[src/rtl/traffic_pkg.sv]
// -----------------------------------------------------------------------------
// traffic_pkg
// Shared definitions for the traffic phase controller:
//   - phase_e    : state encoding, also driven out on the phase port
//   - RED/YELLOW/GREEN/OFF : lamp triplets, bit order {red,yellow,green}
//   - main_lamps / cross_lamps : Moore decode of a state plus flash phase
// -----------------------------------------------------------------------------
package traffic_pkg;

  typedef enum logic [2:0] {
    ST_MG    = 3'd0,
    ST_MY    = 3'd1,
    ST_AR1   = 3'd2,
    ST_CG    = 3'd3,
    ST_CY    = 3'd4,
    ST_AR2   = 3'd5,
    ST_FLASH = 3'd6
  } phase_e;

  localparam logic [2:0] RED    = 3'b100;
  localparam logic [2:0] YELLOW = 3'b010;
  localparam logic [2:0] GREEN  = 3'b001;
  localparam logic [2:0] OFF    = 3'b000;

  // Main-road lamps for a given state; lit selects the on half of the flash.
  function automatic logic [2:0] main_lamps(input phase_e st, input logic lit);
    logic [2:0] l;
    case (st)
      ST_MG:    l = GREEN;
      ST_MY:    l = YELLOW;
      ST_FLASH: l = lit ? YELLOW : OFF;
      default:  l = RED;
    endcase
    return l;
  endfunction

  // Cross-road lamps for a given state; lit selects the on half of the flash.
  function automatic logic [2:0] cross_lamps(input phase_e st, input logic lit);
    logic [2:0] l;
    case (st)
      ST_CG:    l = GREEN;
      ST_CY:    l = YELLOW;
      ST_FLASH: l = lit ? RED : OFF;
      default:  l = RED;
    endcase
    return l;
  endfunction

endpackage

[src/rtl/phase_timer.sv]
// -----------------------------------------------------------------------------
// phase_timer
// Per-phase elapsed-time counter. Clears on clear_i, otherwise counts up one
// per clock and sticks at all-ones. done_o is high once the count has reached
// dur_i-1, i.e. on the last cycle of a phase lasting dur_i cycles.
// Ports:
//   clk_1Hz  in   phase clock
//   reset    in   asynchronous, active-high reset
//   clear_i  in   restart the count (state is changing this edge)
//   dur_i    in   duration of the current phase in cycles (>= 1)
//   done_o   out  count >= dur_i-1
// -----------------------------------------------------------------------------
module phase_timer #(
  parameter int CNT_W = 5
) (
  input  logic             clk_1Hz,
  input  logic             reset,
  input  logic             clear_i,
  input  logic [CNT_W-1:0] dur_i,
  output logic             done_o
);

  localparam logic [CNT_W-1:0] CNT_ONE = {{(CNT_W-1){1'b0}}, 1'b1};
  localparam logic [CNT_W-1:0] CNT_MAX = {CNT_W{1'b1}};

  logic [CNT_W-1:0] count_q;
  logic [CNT_W-1:0] count_d;

  // Next count: clear, saturate, or increment.
  always_comb begin
    count_d = count_q;
    if (clear_i) begin
      count_d = {CNT_W{1'b0}};
    end else if (count_q == CNT_MAX) begin
      count_d = count_q;
    end else begin
      count_d = count_q + CNT_ONE;
    end
  end

  // Count register.
  always_ff @(posedge clk_1Hz or posedge reset) begin
    if (reset) begin
      count_q <= {CNT_W{1'b0}};
    end else begin
      count_q <= count_d;
    end
  end

  // >= rather than == so a held phase (main green) stays done while saturated.
  assign done_o = (count_q >= (dur_i - CNT_ONE));

endmodule

[src/rtl/traffic_phase_ctrl.sv]
// -----------------------------------------------------------------------------
// traffic_phase_ctrl
// Two-road intersection controller: main green held until a cross request or
// night mode arrives, then yellow, all-red, and either the cross-road cycle or
// flashing mode. Lamp outputs are registered and decoded from the next state
// so they change on the same edge as the state register.
// Ports:
//   clk_1Hz      in   phase clock, rising edge
//   reset        in   asynchronous, active-high reset
//   cross_req    in   cross-road request, sampled every edge
//   night_mode   in   flashing-mode request, sampled every edge
//   main_st      out  main lamps {red,yellow,green}
//   cross_st     out  cross lamps {red,yellow,green}
//   req_pending  out  latched cross request
//   phase        out  current state encoding (traffic_pkg::phase_e)
// -----------------------------------------------------------------------------
module traffic_phase_ctrl
  import traffic_pkg::*;
#(
  parameter int MAIN_GREEN_S  = 15,
  parameter int YELLOW_S      = 3,
  parameter int CROSS_GREEN_S = 10,
  parameter int ALL_RED_S     = 1,
  parameter int CNT_W         = 5
) (
  input  logic       clk_1Hz,
  input  logic       reset,
  input  logic       cross_req,
  input  logic       night_mode,
  output logic [2:0] main_st,
  output logic [2:0] cross_st,
  output logic       req_pending,
  output logic [2:0] phase
);

  localparam logic [CNT_W-1:0] DUR_MG = CNT_W'(MAIN_GREEN_S);
  localparam logic [CNT_W-1:0] DUR_Y  = CNT_W'(YELLOW_S);
  localparam logic [CNT_W-1:0] DUR_CG = CNT_W'(CROSS_GREEN_S);
  localparam logic [CNT_W-1:0] DUR_AR = CNT_W'(ALL_RED_S);

  phase_e           state_q, state_d;
  logic             req_q, req_d;
  logic             night_cause_q, night_cause_d;  // MY entry was night-caused
  logic             flash_lit_q, flash_lit_d;
  logic [2:0]       main_q, cross_q;
  logic [CNT_W-1:0] dur_s;
  logic             done_s;
  logic             clear_s;

  phase_timer #(.CNT_W(CNT_W)) u_timer (
    .clk_1Hz (clk_1Hz),
    .reset   (reset),
    .clear_i (clear_s),
    .dur_i   (dur_s),
    .done_o  (done_s)
  );

  // Next-state, phase duration, and flash/request bookkeeping.
  always_comb begin
    state_d       = state_q;
    night_cause_d = night_cause_q;
    dur_s         = DUR_AR;
    case (state_q)
      ST_MG: begin
        dur_s = DUR_MG;
        if (done_s && (req_q || night_mode)) begin
          state_d       = ST_MY;
          night_cause_d = night_mode;  // night wins when both are present
        end else begin
          state_d = ST_MG;
        end
      end
      ST_MY: begin
        dur_s = DUR_Y;
        if (done_s) state_d = ST_AR1;
        else        state_d = ST_MY;
      end
      ST_AR1: begin
        dur_s = DUR_AR;
        if (done_s) state_d = night_cause_q ? ST_FLASH : ST_CG;
        else        state_d = ST_AR1;
      end
      ST_CG: begin
        dur_s = DUR_CG;
        if (done_s) state_d = ST_CY;
        else        state_d = ST_CG;
      end
      ST_CY: begin
        dur_s = DUR_Y;
        if (done_s) state_d = ST_AR2;
        else        state_d = ST_CY;
      end
      ST_AR2: begin
        dur_s = DUR_AR;
        if (done_s) state_d = ST_MG;
        else        state_d = ST_AR2;
      end
      ST_FLASH: begin
        dur_s = DUR_AR;
        if (!night_mode) state_d = ST_AR2;
        else             state_d = ST_FLASH;
      end
      default: begin
        state_d       = ST_MG;
        night_cause_d = 1'b0;
      end
    endcase

    clear_s = (state_d != state_q);

    // Flash starts lit on entry and toggles every cycle while staying.
    if ((state_q == ST_FLASH) && (state_d == ST_FLASH)) begin
      flash_lit_d = ~flash_lit_q;
    end else begin
      flash_lit_d = 1'b1;
    end

    // Entering CG serves the request; this takes priority over a new sample.
    if ((state_q == ST_AR1) && (state_d == ST_CG)) begin
      req_d = 1'b0;
    end else if (cross_req && (state_q != ST_CG)) begin
      req_d = 1'b1;
    end else begin
      req_d = req_q;
    end
  end

  // State, request latch and registered lamp outputs.
  always_ff @(posedge clk_1Hz or posedge reset) begin
    if (reset) begin
      state_q       <= ST_MG;
      req_q         <= 1'b0;
      night_cause_q <= 1'b0;
      flash_lit_q   <= 1'b1;
      main_q        <= GREEN;
      cross_q       <= RED;
    end else begin
      state_q       <= state_d;
      req_q         <= req_d;
      night_cause_q <= night_cause_d;
      flash_lit_q   <= flash_lit_d;
      main_q        <= main_lamps(state_d, flash_lit_d);
      cross_q       <= cross_lamps(state_d, flash_lit_d);
    end
  end

  assign main_st     = main_q;
  assign cross_st    = cross_q;
  assign req_pending = req_q;
  assign phase       = state_q;

endmodule
[config.mk]
export PLATFORM = sky130hd
export DESIGN_NAME = traffic_phase_ctrl
export DESIGN_NICKNAME = d
export VERILOG_FILES = /design/src/rtl/traffic_pkg.sv /design/src/rtl/phase_timer.sv /design/src/rtl/traffic_phase_ctrl.sv
export SDC_FILE = /design/constraint.sdc
export NUM_CORES = 1
export LEC_CHECK = 0
export CAP_MARGIN = 10
export CORE_MARGIN = 2
export CORE_UTILIZATION = 25
export CTS_CLUSTER_DIAMETER = 40
export DETAILED_ROUTE_END_ITERATION = 7
export SLEW_MARGIN = 25
export SYNTH_ARGS = -nofsm -noshare
export SYNTH_HDL_FRONTEND = slang
export SYNTH_SLANG_ARGS = --single-unit
[constraint.sdc]
create_clock -name clk_1Hz -period 2.69 [get_ports clk_1Hz]
set_input_delay 0.538 -clock clk_1Hz [delete_from_list [all_inputs] [get_ports clk_1Hz]]
set_output_delay 0.538 -clock clk_1Hz [all_outputs]
set_load 0.02 [all_outputs]
==> results of run 1 <==
[flip-flops by register name, indices dropped and copies added, names as in the netlist]
signal	count
u_timer.count_q	5
cross_st	3
main_st	3
phase	3
flash_lit_q	1
night_cause_q	1
req_pending	1
[metal layers]
layer  track usage  up-vias  part of all wire
li1              -      453                 -
met1         0.129      450              0.41
met2         0.196       32              0.52
met3        0.0115        7             0.036
met4        0.0620        0             0.033
met5             0        -                 0
[repair_timing]
action | in CTS | in global routing
buffers inserted | 0 | 7
endpoints found under the setup margin | 0 | 5
gates resized for setup | 0 | 13
endpoints found under the hold margin | 0 | 0
[cell families (layout without fill, tap and decap cells)]
family,count (synthesis),count (layout),share of synthesized area
flip-flops,17,17,0.390
AND/OR/NAND/NOR,43,43,0.222
other,1,1,0.00341
AO/OA/AOI/OAI,25,25,0.207
buffers and inverters,9,38,0.0466
multiplexers,3,3,0.0273
XOR/XNOR,3,3,0.0239
adder cells (fa/ha/maj),7,7,0.0796
[through the flow]
step,setup WS (ns),area [sq um],hold WS [ns]
final,0.0506,1570,0.612
after global routing,-0.103,1570,0.653
after CTS,0.0441,1440,0.613
after detailed placement,0.0681,1390,0.595
after global placement,0.104,1390,0.584
after floorplan,-0.0996,1160,0.462
[worst max-delay path by stage]
stage	to	slack (ns)	cells past startpoint
after floorplan	flash_lit_q	-0.1	10
after global placement	flash_lit_q	0.10	11
after detailed placement	flash_lit_q	0.07	11
after CTS	flash_lit_q	0.04	11
after global routing	main_st[1]	-0.10	10
final	main_st[1]	0.05	10
[final cells by class]
| cell class | instances | area [sq um] | area share |
|---|---|---|---|
| clock buffer | 3 | 41.3 | 0.0264 |
| clock inverter | 1 | 5.00 | 0.00319 |
| inverter | 5 | 18.8 | 0.0120 |
| multi-input combinational | 82 | 741 | 0.473 |
| sequential | 17 | 433 | 0.276 |
| tap | 52 | 65.1 | 0.0415 |
| timing repair buffer | 29 | 263 | 0.168 |
[synth_stat cells (3+ instances only)]
| master | count | area [sq um] |
|---|---|---|
| and3_1 | 3 | 18.8 |
| dfrtp_1 | 14 | 350 |
| dfstp_2 | 3 | 78.8 |
| ha_1 | 7 | 87.6 |
| inv_1 | 4 | 15.0 |
| mux2i_1 | 3 | 30.0 |
| nand2_1 | 8 | 30.0 |
| nor2_1 | 9 | 33.8 |
| nor2b_1 | 6 | 37.5 |
| nor3_1 | 4 | 20.0 |
| o31ai_1 | 4 | 30.0 |
[power by group through the flow]
| stage | clock, W | combinational, W | sequential (W) |
|---|---|---|---|
| 2_1_floorplan | 0 | 0.000864 | 0.000496 |
| 3_3_place_gp | 0 | 0.00125 | 0.000429 |
| 3_5_place_dp | 0 | 0.00128 | 0.000433 |
| 4_1_cts | 0.000193 | 0.00129 | 0.000430 |
| 5_1_grt | 0.000208 | 0.00162 | 0.000441 |
| 6_report | 0.000189 | 0.00150 | 0.000429 |
[worst max-delay path: stages (launching register included)]
cell and delay, ns:
dfrtp_2 0.41, or3_4 0.38, nor2b_4 0.15, ha_4 0.17, a21o_4 0.23, a222oi_1 0.32
o31ai_1 0.13, a211oi_2 0.27, inv_1 0.12, nor4bb_4 0.17, a22o_1 0.18
==> results.sh, run 1 <==
export IMPL_layout_drive_gt1_share=0.343
export IMPL_p_comb_frac=0.709
export IMPL_timing_rr_end="main_st[1]"
export IMPL_firstDrtPassIters=4
export IMPL_yosysWarnings=0
export IMPL_netlist_area_sq_mm=0.00110
export IMPL_clk_path_buf_depth=2
export IMPL_insertion_delay_ns=0.25
export IMPL_core_sq_mm=0.00429
export IMPL_power_density_mw_per_mm2=1350
export IMPL_fmax_mhz=379
export IMPL_end_kind="flip-flop"
export IMPL_design_die_area_sq_mm=0.00495
export IMPL_placed_cells=178
export IMPL_worst_pin_slew_ns=0.624
export IMPL_synthArstFlopShare=1.00
export IMPL_grt_overflow=0
export IMPL_tns_ns=0
export IMPL_detail_route_vias_per_cell=4.98
export IMPL_min_period_ns=2.64
export IMPL_maxCapViolations=0
export IMPL_finalHoldViolCount=0
export IMPL_cp_arrival_ns=2.78
export IMPL_power_switching_w=0.000921
export IMPL_whs_endpoint="u_timer.count_q[1]"
export IMPL_grt_pass1_wl_mm=4.39
export IMPL_r2r_start="phase[2]"
export IMPL_crit_path_max_fanout=4
export IMPL_ys_ff_latch=17
export IMPL_status="finished clean"
export IMPL_antenna_found_initial=0
export IMPL_max_slew_margin=0.584
export IMPL_place_hpwl_mm=1.97
export IMPL_startpoint="phase[2]"
export IMPL_ys_flop_type="dfrtp_1"
export IMPL_dr_total_vias=942
export IMPL_timing_final_crit_share=0.981
export IMPL_cts_hold_buf=0
export IMPL_grt_pass1_vias=940
export IMPL_grt_usage=0.111
export IMPL_fin_util=0.365
export IMPL_wire_per_inst_um=14.4
export IMPL_nFillCells=420
export IMPL_die_h_um=70.3
export IMPL_cts_root_buf="clkbuf_8"
export IMPL_synth_edf_count=0
export IMPL_syn2layout_area_growth_pct=42.4
export IMPL_finalWeightedCongestion=0.802
export IMPL_synth_fp_nets=119
export IMPL_grt_setup_unrepaired="true"
export IMPL_ant_nets=0
export IMPL_rows=24
export IMPL_vdd_drop_max_mv=0.397
export IMPL_hold_path_class="reg -> reg"
export IMPL_die_x_um=70.3
export IMPL_r2r_cells=10
export IMPL_cp_required_ns=2.83
export IMPL_final_cells=189
export IMPL_drc=0
export IMPL_cts_sinks=17
export IMPL_pwr_share_clk=0.089
export IMPL_drt_initial_drc_count=47
export IMPL_path_class="reg -> reg"
export IMPL_mostFrequentLayoutCell="buf_4"
export IMPL_drv_slew=0
export IMPL_yosysUniqueCellTypes=47
export IMPL_tritoncts="done"
export IMPL_start_util=0.256
export IMPL_path_clk_slew_ns=0.07
export IMPL_power_w=0.00212
export IMPL_drt_total_wl_mm=2.73
export IMPL_cts_buffers_inserted=3
export IMPL_avgSynthCellArea_sq_um=10.2
export IMPL_synthCells=108
export IMPL_min_from="u_timer.count_q[1]"
export IMPL_antennaDiodeCount=0
export IMPL_sequentialPowerShare=0.202
export IMPL_intPower_w=0.00120
export IMPL_h_tree_depth=1
export IMPL_synth_seq_area_share=0.390
export IMPL_finClkSkew_ns=0.00476
export IMPL_cellLeakagePower_nw=0.666
export IMPL_ios=14
export IMPL_nets=149
export IMPL_grt_max_degree=18
export IMPL_setup_viol=0
export IMPL_hold_depth=2
export IMPL_final_cell_mix="buf_4, clkdlybuf4s50_1, dfrtp_1"
export IMPL_rrSetupSlack_ns=0.05
export IMPL_portBuffers=13
export IMPL_worstSetupStartpointType="flip-flop"
export IMPL_p_sw_frac=0.434
Power figures use the tool's default switching activity.
==> run 2, diff against run 1 <==
CTS_CLUSTER_SIZE = 10   (was unset)
SYNTH_HIERARCHICAL = 1   (was unset)
==> results.sh, run 2 <==
export IMPL_final_cell_mix="buf_4, clkdlybuf4s50_1, dfrtp_1"
export IMPL_drt_total_wl_mm=2.66
export IMPL_grt_overflow=0
export IMPL_core_sq_mm=0.00432
export IMPL_drt_initial_drc_count=44
export IMPL_largest_reg_flops=5
export IMPL_grt_setup_unrepaired="true"
export IMPL_synth_edf_count=0
export IMPL_vdd_drop_max_mv=0.608
export IMPL_grt_pass1_wl_mm=4.47
export IMPL_cellLeakagePower_nw=0.743
export IMPL_ant_nets=0
export IMPL_antenna_found_initial=0
export IMPL_synthArstFlopShare=1.00
export IMPL_layout_drive_gt1_share=0.422
export IMPL_tritoncts="done"
export IMPL_grt_max_degree=16
export IMPL_clk_path_buf_depth=2
export IMPL_h_tree_depth=1
export IMPL_firstDrtPassIters=4
export IMPL_fin_util=0.384
export IMPL_mostFrequentLayoutCell="buf_4"
export IMPL_finClkSkew_ns=0.000812
export IMPL_design_die_area_sq_mm=0.00500
export IMPL_path_clk_slew_ns=0.07
export IMPL_synthCells=118
export IMPL_wire_per_inst_um=12.9
export IMPL_cts_root_buf="clkbuf_8"
export IMPL_grt_usage=0.113
export IMPL_place_ws_ns=-0.329
export IMPL_crit_path_max_fanout=7
export IMPL_antennaDiodeCount=0
export IMPL_end_kind="flip-flop"
export IMPL_synth_top_area_frac=0.315
export IMPL_grt_pass1_vias=962
export IMPL_worstSetupStartpointType="flip-flop"
export IMPL_rows=24
export IMPL_fmax_mhz=339
export IMPL_cts_hold_buf=0
export IMPL_insertion_delay_ns=0.25
export IMPL_yosysWarnings=6
export IMPL_cp_required_ns=2.84
export IMPL_finalWeightedCongestion=0.847
export IMPL_netlist_area_sq_mm=0.00111
export IMPL_dr_total_vias=983
export IMPL_timing_final_crit_share=1.10
export IMPL_min_period_ns=2.95
export IMPL_finalWorstSetupSlack_ns=-0.258
export IMPL_synthTopCellsByArea="dfrtp_1, ha_1, dfstp_2"
export IMPL_synth_fp_nets=130
export IMPL_yosys_area_top_type="dfrtp_1"
export IMPL_cts_sinks=17
export IMPL_hold_path_class="in -> async"
export IMPL_cts_buffers_inserted=3
export IMPL_ys_flop_type="dfrtp_1"
export IMPL_die_x_um=70.7
export IMPL_die_h_um=70.7
export IMPL_finalHoldViolCount=0
export IMPL_avgSynthCellArea_sq_um=9.44
export IMPL_portBuffers=13
export IMPL_final_cells=206
export IMPL_synth_most_common_cell="dfrtp_1"
export IMPL_placed_cell_area_sq_mm=0.00140
export IMPL_top_register="u_timer/count_q"
export IMPL_drv_slew=0
export IMPL_syn2layout_area_growth_pct=49.1
export IMPL_fin_area_sq_mm=0.00166
export IMPL_status="finished with violations"
export IMPL_maxCapViolations=0
export IMPL_r2r_start="phase[2]"
export IMPL_placed_cells=190
export IMPL_ios=14
export IMPL_nFillCells=443
export IMPL_tns_ns=-1.43
export IMPL_drc=0
export IMPL_start_util=0.258
export IMPL_detail_route_vias_per_cell=4.77
export IMPL_regArea_sq_um=433
export IMPL_ys_ff_latch=17
export IMPL_yosysUniqueCellTypes=43
export IMPL_startpoint="phase[2]"
export IMPL_multi_input_area_sq_um=768
export IMPL_failed_checks="setup timing"
export IMPL_ys_top_cells_by_count="dfrtp_1, nor2_1, ha_1"
export IMPL_place_hpwl_mm=1.85
export IMPL_setup_viol=11
export IMPL_power_density_mw_per_mm2=1330
export IMPL_cp_arrival_ns=3.10
export IMPL_path_class="reg -> reg"
export IMPL_synth_seq_area_share=0.385
export IMPL_nets=167
run 2: repair_timing:
item,in CTS,in global routing
setup endpoints to repair,13,15
buffers inserted,9,3
gates resized for setup,16,8
pin swaps,13,4
gates cloned,0,0
run 2: power breakdown:
part	switching [W]	internal [W]	total (W)
sequential	0.0000916	0.000361	0.000453
clock	0.0000909	0.000103	0.000194
combinational	0.000772	0.000792	0.00156
total	0.000955	0.00126	0.00221
run 2: worst paths after layout:
check                      cells after the start            endpoint  slack, ns
min reg2reg                                    1         flash_lit_q       0.50
max                                           14         cross_st[0]      -0.26
min in group clk_1Hz                           1         flash_lit_q       0.50
min                                            2  u_timer/count_q[1]       0.50
max reg2reg                                   14         cross_st[0]      -0.26
max in group asynchronous                      2            phase[1]       1.72
run 2: layer usage:
| metal | GRT usage | routed length (um) | vias to the layer above | share of wire |
|---|---|---|---|---|
| li1 | - | - | 475 | - |
| met1 | 0.147 | 1110 | 485 | 0.42 |
| met2 | 0.187 | 1420 | 18 | 0.53 |
| met3 | 0.0214 | 91 | 5 | 0.034 |
| met4 | 0.0440 | 38 | 0 | 0.014 |
| met5 | 0 | 0 | - | 0 |
run 2: metrics by stage:
step	hold WS, ns	total power (W)
CTS	0.492	0.00209
finish	0.498	0.00221
floorplan	0.317	0.00130
global placement	0.500	0.00159
global route	0.506	0.00239
detailed placement	0.475	0.00162
run 2: final cells by class:
type	instances	share of cell area
inverters	8	0.0181
multi-input cells	87	0.463
repair buffers	38	0.191
clock inverters	1	0.00301
well taps	52	0.0392
flip-flops and latches	17	0.261
clock buffers	3	0.0249
run 2: kinds of logic (layout without fill, tap and decap cells):
family	Yosys count	count (layout)	synth area share
XOR/XNOR	7	7	0.0551
AND/OR/NAND/NOR	44	44	0.239
adder cells (fa/ha/maj)	8	8	0.0899
buffers and inverters	14	50	0.0596
flip-flops	17	17	0.385
other	1	1	0.00337
AO/OA/AOI/OAI	24	24	0.140
multiplexers	3	3	0.0270
run 2: worst max-delay path, cell delays in order (launching register included):
cell and delay (ns):
dfrtp_2 0.46, nor2b_4 0.14, nand2_2 0.08, inv_2 0.09
ha_4 0.15, nor3b_4 0.20, xnor2_1 0.09, ha_1 0.33
a21oi_2 0.19, o21ai_4 0.11, buf_4 0.15, or2b_1 0.16
a21oi_1 0.05, or4_4 0.47, and2_4 0.16
==> run 3, diff against run 2 <==
GPL_ROUTABILITY_DRIVEN = 0   (was unset)
GPL_TIMING_DRIVEN = 0   (was unset)
PLACE_DENSITY = 0.54   (was unset)
==> results.sh, run 3 (synthesized netlist as in run 2, its figures left out) <==
export IMPL_timing_final_crit_share=1.12
export IMPL_antennaDiodeCount=0
export IMPL_grt_usage=0.122
export IMPL_rows=24
export IMPL_grtUsageMet3=0.0256
export IMPL_cts_root_buf="clkbuf_8"
export IMPL_h_tree_depth=1
export IMPL_whs_endpoint="flash_lit_q"
export IMPL_hold_path_class="reg -> reg"
export IMPL_path_clk_slew_ns=0.07
export IMPL_cts_buffers_inserted=3
export IMPL_power_density_mw_per_mm2=1440
export IMPL_fmax_mhz=331
export IMPL_sequentialPowerShare=0.176
export IMPL_start_util=0.258
export IMPL_drt_initial_drc_count=27
export IMPL_final_cell_mix="buf_4, clkdlybuf4s50_1, dfrtp_1"
export IMPL_failed_checks="setup timing"
export IMPL_pwr_share_clk=0.075
export IMPL_antenna_found_initial=0
export IMPL_gr_usage_met1=0.147
export IMPL_maxCapViolations=0
export IMPL_drv_slew=0
export IMPL_intPower_w=0.00150
export IMPL_drc=0
export IMPL_min_from="flash_lit_q"
export IMPL_cp_arrival_ns=3.17
export IMPL_design_die_area_sq_mm=0.00500
export IMPL_placed_cell_area_sq_mm=0.00137
export IMPL_cp_required_ns=2.84
export IMPL_p_comb_frac=0.749
export IMPL_r2r_start="phase[0]"
export IMPL_ios=14
export IMPL_setup_viol=14
export IMPL_mostFrequentLayoutCell="buf_4"
export IMPL_hold_depth=1
export IMPL_status="finished with violations"
export IMPL_end_kind="flip-flop"
export IMPL_finalWorstSetupSlack_ns=-0.334
export IMPL_finalHoldViolCount=0
export IMPL_max_stage_delay_ns=0.54
export IMPL_top_register="u_timer/count_q"
export IMPL_drt_total_wl_mm=3.18
export IMPL_finClkSkew_ns=0.00833
export IMPL_cts_sinks=17
export IMPL_detail_route_vias_per_cell=4.84
export IMPL_clk_path_buf_depth=2
export IMPL_tritoncts="done"
export IMPL_grt_overflow=0
export IMPL_crit_chain="buf_6 -> nor2b_4 -> a21oi_4 -> inv_2 -> ha_4 -> nor3b_4 -> xnor2_1 -> ha_1 -> nand2_2 -> o21ai_4 -> nor2_2 -> a32o_2 -> or4_4 -> and2_4"
export IMPL_firstDrtPassIters=4
export IMPL_fin_util=0.420
export IMPL_min_period_ns=3.02
export IMPL_cellLeakagePower_nw=0.823
export IMPL_wire_per_inst_um=14.7
export IMPL_dr_total_vias=1050
export IMPL_fin_area_sq_mm=0.00182
export IMPL_grt_setup_unrepaired="true"
export IMPL_timing_rr_end="cross_st[0]"
export IMPL_grt_max_degree=13
export IMPL_die_x_um=70.7
export IMPL_top_usage_layer="met2"
export IMPL_crit_path_max_fanout=5
export IMPL_rrSetupSlack_ns=-0.33
export IMPL_die_h_um=70.7
export IMPL_core_sq_mm=0.00432
export IMPL_cts_hold_buf=0
export IMPL_power_switching_w=0.00111
export IMPL_tns_ns=-3.26
export IMPL_grt_use_met2=0.210
export IMPL_layout_drive_gt1_share=0.491
export IMPL_vdd_drop_max_mv=0.755
export IMPL_grt_pass1_vias=1037
export IMPL_ant_nets=0
export IMPL_largest_reg_flops=5
export IMPL_crit_slowest_cell="or4_4"
export IMPL_nets=178
export IMPL_syn2layout_area_growth_pct=63.0
export IMPL_place_ws_ns=-0.708
export IMPL_grt_pass1_wl_mm=4.82
export IMPL_path_class="reg -> reg"
export IMPL_insertion_delay_ns=0.26
export IMPL_portBuffers=13
export IMPL_p_sw_frac=0.425
export IMPL_place_hpwl_mm=1.78
export IMPL_worstSetupStartpointType="flip-flop"
export IMPL_r2r_cells=14
==> run 3: worst max-delay path by stage <==
stage | from | to
2_1_floorplan | phase[0] | cross_st[0]
3_3_place_gp | phase[2] | u_timer/count_q[0]
3_5_place_dp | phase[2] | u_timer/count_q[0]
4_1_cts | phase[0] | cross_st[0]
5_1_grt | phase[0] | cross_st[2]
6_report | phase[0] | cross_st[0]
==> run 3: through the flow <==
step                      total power, W  hold WS [ns]  cells
after detailed placement         0.00158         0.472    183
after floorplan                  0.00130         0.317    118
after global placement           0.00157         0.470    183
final                            0.00261         0.485    217
after global routing             0.00278         0.507    217
after CTS                        0.00217         0.490    200
==> run 3: final cells by class <==
type	count	area [sq um]
Buffer	2	22.5
Clock buffer	3	41.3
Clock inverter	1	5.00
Fill cell	427	2510
Inverter	8	30.0
Multi-Input combinational cell	87	808
Sequential cell	17	435
Tap cell	52	65.1
Timing Repair Buffer	47	408
==> run 3: metal layers <==
| metal | vias to the layer above | routed length (um) |
|---|---|---|
| met5 | - | 0 |
| met3 | 12 | 106 |
| met2 | 27 | 1650 |
| met1 | 510 | 1340 |
| li1 | 501 | - |
| met4 | 0 | 95 |
==> run 3: repair_timing <==
action                     in CTS  in global routing
setup endpoints to repair      16                 16
pin swaps                      10                 17
gates resized for setup        21                 23
setup buffers                  15                 19
==> run 3: critical path: cells and delay by family, from the launching register on <==
family	cells	cell delay, ns
compound gates	3	0.52
flops	1	0.43
buf+inv	2	0.19
xor+xnor	1	0.10
simple gates	6	1.22
fa+ha+maj	2	0.45
==> run 3: power groups by stage <==
| stage | combinational [W] | sequential, W | clock, W |
|---|---|---|---|
| global placement | 0.00113 | 0.000438 | 0 |
| detailed placement | 0.00114 | 0.000440 | 0 |
| floorplan | 0.000823 | 0.000482 | 0 |
| global route | 0.00210 | 0.000472 | 0.000216 |
| finish | 0.00196 | 0.000460 | 0.000196 |
| CTS | 0.00153 | 0.000438 | 0.000200 |
